--- config.mk ---
export PLATFORM = sky130hd
export DESIGN_NAME = mem_arbiter
export DESIGN_NICKNAME = d
export VERILOG_FILES = /design/src/rtl/mem_arbiter.sv
export SDC_FILE = /design/constraint.sdc
export NUM_CORES = 1
export LEC_CHECK = 0
export BUFFER_PORTS_ARGS = -buffer_cell sky130_fd_sc_hd__clkbuf_2
export CAP_MARGIN = 20
export CORE_MARGIN = 2
export CORE_UTILIZATION = 35
export CTS_CLUSTER_SIZE = 14
export DETAILED_ROUTE_END_ITERATION = 10
export PLACE_DENSITY_LB_ADDON = 0.1
export SYNTH_ARGS = -nofsm -noshare
export SYNTH_HDL_FRONTEND = slang
export SYNTH_SLANG_ARGS = --single-unit
--- constraint.sdc ---
create_clock -name CLK -period 1.8 [get_ports CLK]
set_input_delay 0.54 -clock CLK [delete_from_list [all_inputs] [get_ports CLK]]
set_output_delay 0.54 -clock CLK [all_outputs]
set_load 0.01 [all_outputs]
--- src/rtl/mem_arbiter.sv ---
// CPU/DMA single-port memory arbiter with bounded DMA bursts and a cycle-steal counter.
// Optional feature: define DMA_WRITE_EN to let DMA write; otherwise DMA is read-only.
module mem_arbiter #(
    parameter int unsigned BURST_MAX = 4
) (
    input  logic        CLK,
    input  logic        R,
    input  logic [15:0] cpu_addr,
    input  logic [7:0]  cpu_wdata,
    input  logic        cpu_we,
    input  logic        cpu_lock,
    output logic        cpu_rdy,
    output logic [7:0]  cpu_rdata,
    input  logic        dma_req,
    input  logic [15:0] dma_addr,
    input  logic [7:0]  dma_wdata,
    input  logic        dma_we,
    output logic        dma_gnt,
    output logic [7:0]  dma_rdata,
    output logic [15:0] mem_addr,
    output logic [7:0]  mem_wdata,
    output logic        mem_we,
    input  logic [7:0]  mem_rdata,
    output logic [15:0] steal_cnt
);

    typedef enum logic [1:0] {
        ST_CPU  = 2'd0,
        ST_DMA  = 2'd1,
        ST_HOLD = 2'd2
    } state_t;

    localparam logic [2:0] BURST_LAST = 3'(BURST_MAX - 1);

    state_t      state_q, state_d;
    logic [2:0]  burst_cnt_q, burst_cnt_d;
    logic [15:0] steal_cnt_q, steal_cnt_d;
    logic        dma_we_eff;

`ifdef DMA_WRITE_EN
    assign dma_we_eff = dma_we;
`else
    logic dma_we_unused;
    assign dma_we_unused = dma_we;
    assign dma_we_eff    = 1'b0;
`endif

    assign dma_gnt   = (state_q == ST_DMA) && dma_req;
    assign cpu_rdy   = !dma_gnt;
    assign mem_addr  = dma_gnt ? dma_addr  : cpu_addr;
    assign mem_wdata = dma_gnt ? dma_wdata : cpu_wdata;
    assign mem_we    = dma_gnt ? dma_we_eff : cpu_we;
    assign cpu_rdata = mem_rdata;
    assign dma_rdata = mem_rdata;
    assign steal_cnt = steal_cnt_q;

    always_comb begin
        state_d     = state_q;
        burst_cnt_d = burst_cnt_q;
        steal_cnt_d = steal_cnt_q;
        case (state_q)
            ST_CPU, ST_HOLD: begin
                // HOLD gives the CPU exactly one cycle, then arbitrates like CPU
                if (dma_req && !cpu_lock) begin
                    state_d     = ST_DMA;
                    burst_cnt_d = 3'd0;
                end else begin
                    state_d = ST_CPU;
                end
            end
            ST_DMA: begin
                if (dma_req) begin
                    burst_cnt_d = burst_cnt_q + 3'd1;
                    if (burst_cnt_q == BURST_LAST) begin
                        state_d = ST_HOLD;
                    end
                end else begin
                    state_d = ST_CPU;
                end
            end
            default: state_d = ST_CPU;
        endcase
        if (dma_gnt && (steal_cnt_q != 16'hFFFF)) begin
            steal_cnt_d = steal_cnt_q + 16'd1;
        end
    end

    always_ff @(posedge CLK or negedge R) begin
        if (!R) begin
            state_q     <= ST_CPU;
            burst_cnt_q <= 3'd0;
            steal_cnt_q <= 16'd0;
        end else begin
            state_q     <= state_d;
            burst_cnt_q <= burst_cnt_d;
            steal_cnt_q <= steal_cnt_d;
        end
    end

endmodule

# --- Word level (Yosys, flattened, before mapping) ---
# Index checks and enable logic that the tools add are counted.
# W data, S select, Z words.
classes:
  n_reduce_logical: 9
  eq_ne: 7
  n_mux: 10
  n_addsub: 2
op_table:
  columns: ["cell", "n"]
  rows:
  - ["$add A16 B1 Y16 const B", 1]
  - ["$mux W16", 1]
  - ["$ne A16 B16 Y1 const B", 1]
  - ["$mux W8", 1]
  - ["$mux W3", 2]
  - ["$pmux W3 S2", 1]
  - ["$mux W2", 2]
  - ["$ne A2 B2 Y1 const B", 2]
  - ["$pmux W2 S2", 1]
  - ["$add A3 B1 Y3 const B", 1]
  - ["$eq A3 B2 Y1 const B", 1]
  - ["$logic_and A1 B1 Y1", 3]
  - ["$ne A3 B2 Y1 const B", 1]
  - ["$reduce_and A3 Y1", 1]
  - ["$eq A2 B1 Y1 const B", 1]
  - ["$eq A2 B2 Y1 const B", 1]
  - ["$logic_not A1 Y1", 2]
  - ["$logic_not A2 Y1", 1]
  - ["$mux W1", 2]
  - ["$reduce_bool A2 Y1", 1]
  - ["$reduce_or A2 Y1", 1]
totals:
  output_inout_bits: 59
  ff_bits: 21
  inputBits: 62

# --- Logic depth before layout (Yosys ltp) ---
logic_depth:
  depth_word: 4
  ltp_mapped: 5
  mapped_depth_nobuf: 5

# --- Worst setup path before layout ---
# No wires, ideal clock.
synth_timing:
  path_type: "in2out"
  startpoint: "in dma_req"
  endpoint: "out mem_addr[13]"
  path_slack_ps: -173
  arrival_ps: 1433
  stages: 5
  required_time_ps: 1260
  path_buffers: 2
  cell_sequence: "nand3b_4 clkbuf_1 clkbuf_1 nand2_1 nand2_1"
synth_between:
  elab_chain_cells: 2
synth_lines:
  columns: ["element", "line_no", "rtl"]
  rows:
  - ["start: declaration", "14", "input logic dma_req,"]
  - ["$logic_and A1 B1 Y1", "48", "assign dma_gnt = (state_q == ST_DMA) && dma_req;"]
  - ["$mux W16", "50", "assign mem_addr = dma_gnt ? dma_addr : cpu_addr;"]
  - ["end: declaration", "20", "output logic [15:0] mem_addr,"]
# Every way passes these cells.

# --- Final worst setup path ---
layout_timing:
  startpoint: "reg state_q[1]"
  endpoint: "out mem_we"
layout_between:
  elab_chain_cells: 3
layout_lines:
  columns: ["element", "line_no", "rtl"]
  rows:
  - ["start: declaration", "35", "state_t state_q, state_d;"]
  - ["start signal: assignment", "94", "state_q <= state_d;"]
  - ["$eq A2 B1 Y1", "48", null]
  - ["$logic_and A1 B1 Y1", "48", null]
  - ["$mux W1", "52", "assign mem_we = dma_gnt ? dma_we_eff : cpu_we;"]
  - ["end: declaration", "22", "output logic mem_we,"]
# Every way passes these cells.

==> impl_metrics.toml <==
[grt]
grt_antenna_before_repair = 0
grt_max_degree = 27
grt_pass1_wl_um = 7396
grt_overflow = 0
track_usage_pct = 18.17
grt_pass1_vias = 1536

[yosys]
syn_area_per_cell_sq_um = 7.520
synth_ff_type = "dfrtp_1"
synthCells = 199
synthArstFlopShare_pct = 100.0
synth_edf_count = 0
ys_warn_count = 0
synth_area_sq_um = 1496
synth_nets = 264
synth_seq_area_share_pct = 35.12
yosysUniqueCellTypes = 32
synth-seq-cells = 21

[run_status]
status = "finished, violations left"
violations = "negative setup slack"

[detailed_routing]
detail-route-antenna-nets = 0
wl_per_cell_um = 12.82
first_pass_iters = 4
drt-total-wl_um = 4423
detail_route.vias_per_cell = 4.675
drcViolationCount = 0
first_iter_violations = 44
vias = 1613

[timing]
max_freq_ghz = 0.5409
rsz0062_at_grt = "yes"
period_share_pct = 102.7
slew_viol_final = 0
layout_setup_ws_ns = -0.04881
worst_slew_pin_slew_ns = 0.5399
final_hold_viol_count = 0
setup_viol = 25
fin_crit_ns = 1.849
max_slew_margin_pct = 64.01
clock_skew_ns = 0.002907

[die]
die_h_um = 69.39
fp.coreArea_sq_um = 4058
start_util_pct = 36.88
die_w_um = 69.39
dieArea_sq_um = 4814
rows = 23
io_pins = 121

[worst_setup_path]
worstSetupPathType = "reg -> out"
startpoint_type = "register"
cp_max_fo = 26
worstPathArrival_ns = 1.31
critPathMaxStageDelay_ns = 0.39
slowest_stage = "dfrtp_1"
crit_path_end_kind = "primary output"
required_ns = 1.26
crit_path_cell_trace = "nand3b_4, buf_6, and2_1, clkbuf_2"

[pwr]
power.density_nw_per_um2 = 694.4
seqPwrFrac_pct = 40.8
pwr-share-comb_pct = 39.0
power.switching_w = 0.0005396
sw_frac_of_total_pct = 35.45
intPower_w = 0.0009827
ir_drop_uv = 700.5
p_leak_nw = 1.250
clockPowerShare_pct = 20.2

[clocking]
clock-root-buffer = "clkbuf_8"
numCtsBuffers = 3
path_clk_slew_ns = 0.08
cts_sinks = 21
worstSkewPairLatency_ns = 0.25
cts_tree = "done"
h-tree-depth = 1
ctsLongestPathBuffers = 2

[min_path]
hp-class = "in -> async"

[placement]
globalplace.congestion = 0.8338
dp.cells = 336
dp_hpwl_um = 3388
io_buffers = 95
place_ws_ns = -0.1194

[finish]
nNetsFinal = 361
layout.cells.non_filler = 345
layout_common_cells = "clkbuf_2 (80), nand2_1 (78), dfrtp_1 (19)"
drive_above_1_share_pct = 47.80
syn_to_final_growth_pct = 46.49
num_antenna_cells = 0
layout_commonest_cell = "clkbuf_2"

[job]
cap_violations = 0
[sequential cells by signal (all words and copies together), names as in the netlist]
register     flops
state_q          2
burst_cnt_q      3
steal_cnt       16
[layout make-up]
type | count | area, sq um
clock buffers | 3 | 41.29
multi-input cells | 151 | 880.8
fillers | 415 | 1866
well taps | 50 | 62.56
inverters | 6 | 27.53
repair buffers | 113 | 646.9
clock inverters | 1 | 5.005
flip-flops and latches | 21 | 528.0
[timing repair]
item / 4_1_cts / 5_1_grt
hold buffers: 0 / 0
resized for setup: 5 / 27
endpoints found under the setup margin: 25 / 31
buffers inserted: 2 / 2
gates cloned: 1 / 0
pin swaps: 0 / 1
endpoints found under the hold margin: 0 / 0
[power by group through the flow]
stage / clock network (W) / registers, W / logic (W)
6_report: 0.000308 / 0.000621 / 0.000593
3_3_place_gp: 0 / 0.000625 / 0.000566
3_5_place_dp: 0 / 0.000631 / 0.000573
2_1_floorplan: 0 / 0.000660 / 0.000282
5_1_grt: 0.000331 / 0.000633 / 0.000665
4_1_cts: 0.000319 / 0.000621 / 0.000592
[path summary, 6_finish.rpt]
check | startpoint | end | slack [ns] | cells past startpoint
setup / recovery | state_q[1]$_DFFE_PN0P_ | mem_we | -0.05 | 4
hold / removal | R | burst_cnt_q[0]$_DFFE_PN0P_ | 0.25 | 1
setup reg to reg | state_q[1]$_DFFE_PN0P_ | steal_cnt[12]$_DFFE_PN0P_ | 0.03 | 5
hold reg to reg | burst_cnt_q[1]$_DFFE_PN0P_ | burst_cnt_q[1]$_DFFE_PN0P_ | 0.52 | 2
max in group asynchronous | R | steal_cnt[0]$_DFFE_PN0P_ | 1.16 | 1
min in group CLK | burst_cnt_q[1]$_DFFE_PN0P_ | burst_cnt_q[1]$_DFFE_PN0P_ | 0.52 | 2
[per-stage QoR]
step	area [sq um]	util, %	hold WS [ns]	power [W]	TNS [ns]
2_1_floorplan	1516	-	0.2444	0.0009416	0
3_3_place_gp	2021	49.80	0.5013	0.001191	-2.222
3_5_place_dp	2021	49.80	0.5112	0.001203	-2.316
4_1_cts	2125	52.36	0.2685	0.001532	-0.9798
5_1_grt	2192	54.02	0.2895	0.001629	-2.690
6_report	2192	54.02	0.2499	0.001522	-0.7150
[kinds of logic (layout without fill, tap and decap cells)]
family	count (synthesis)	count (layout)	synth area share [%]
AOI/OAI and AO/OA	15	15	6.021
xor gates and xnor gates	11	11	6.439
adders and majority gates	3	3	2.509
buffers and inverters	27	123	10.79
DFF	21	21	35.12
muxes	3	3	2.257
and+or+nand+nor	119	119	36.87
[Yosys cell counts, types with 2 or more instances]
master     n  area share [%]
nor3_1     5             1.7
a311oi_1   2             1.2
nand4_1    6             2.5
nand3_1    4             1.3
buf_4     16             8.0
xor2_1     8             4.7
inv_1      5             1.3
a21oi_1    4             1.3
nor2_1     6             1.5
nand2_1   82              21
nor4_1     3             1.3
ha_1       3             2.5
clkbuf_1   5             1.3
nor3b_1    2             1.0
mux2_2     3             2.3
and2_1     2            0.84
o21ai_0    6             2.0
xnor2_1    3             1.8
dfrtp_1   21              35
[metal layers]
metal | global-route usage, % | wire length (um) | vias to the layer above
met2 | 33.33 | 2188 | 66
met1 | 22.70 | 1893 | 712
li1 | - | - | 833
met4 | 1.961 | 16 | 0
met5 | 0 | 0 | -
met3 | 3.488 | 325 | 2
[critical path: cells and delay by family (launching register included)]
family,cells,cell delay [ns]
DFF,1,0.39
and+or+nand+nor,2,0.36
buffers and inverters,2,0.31
(Power assumes the default switching activity.)
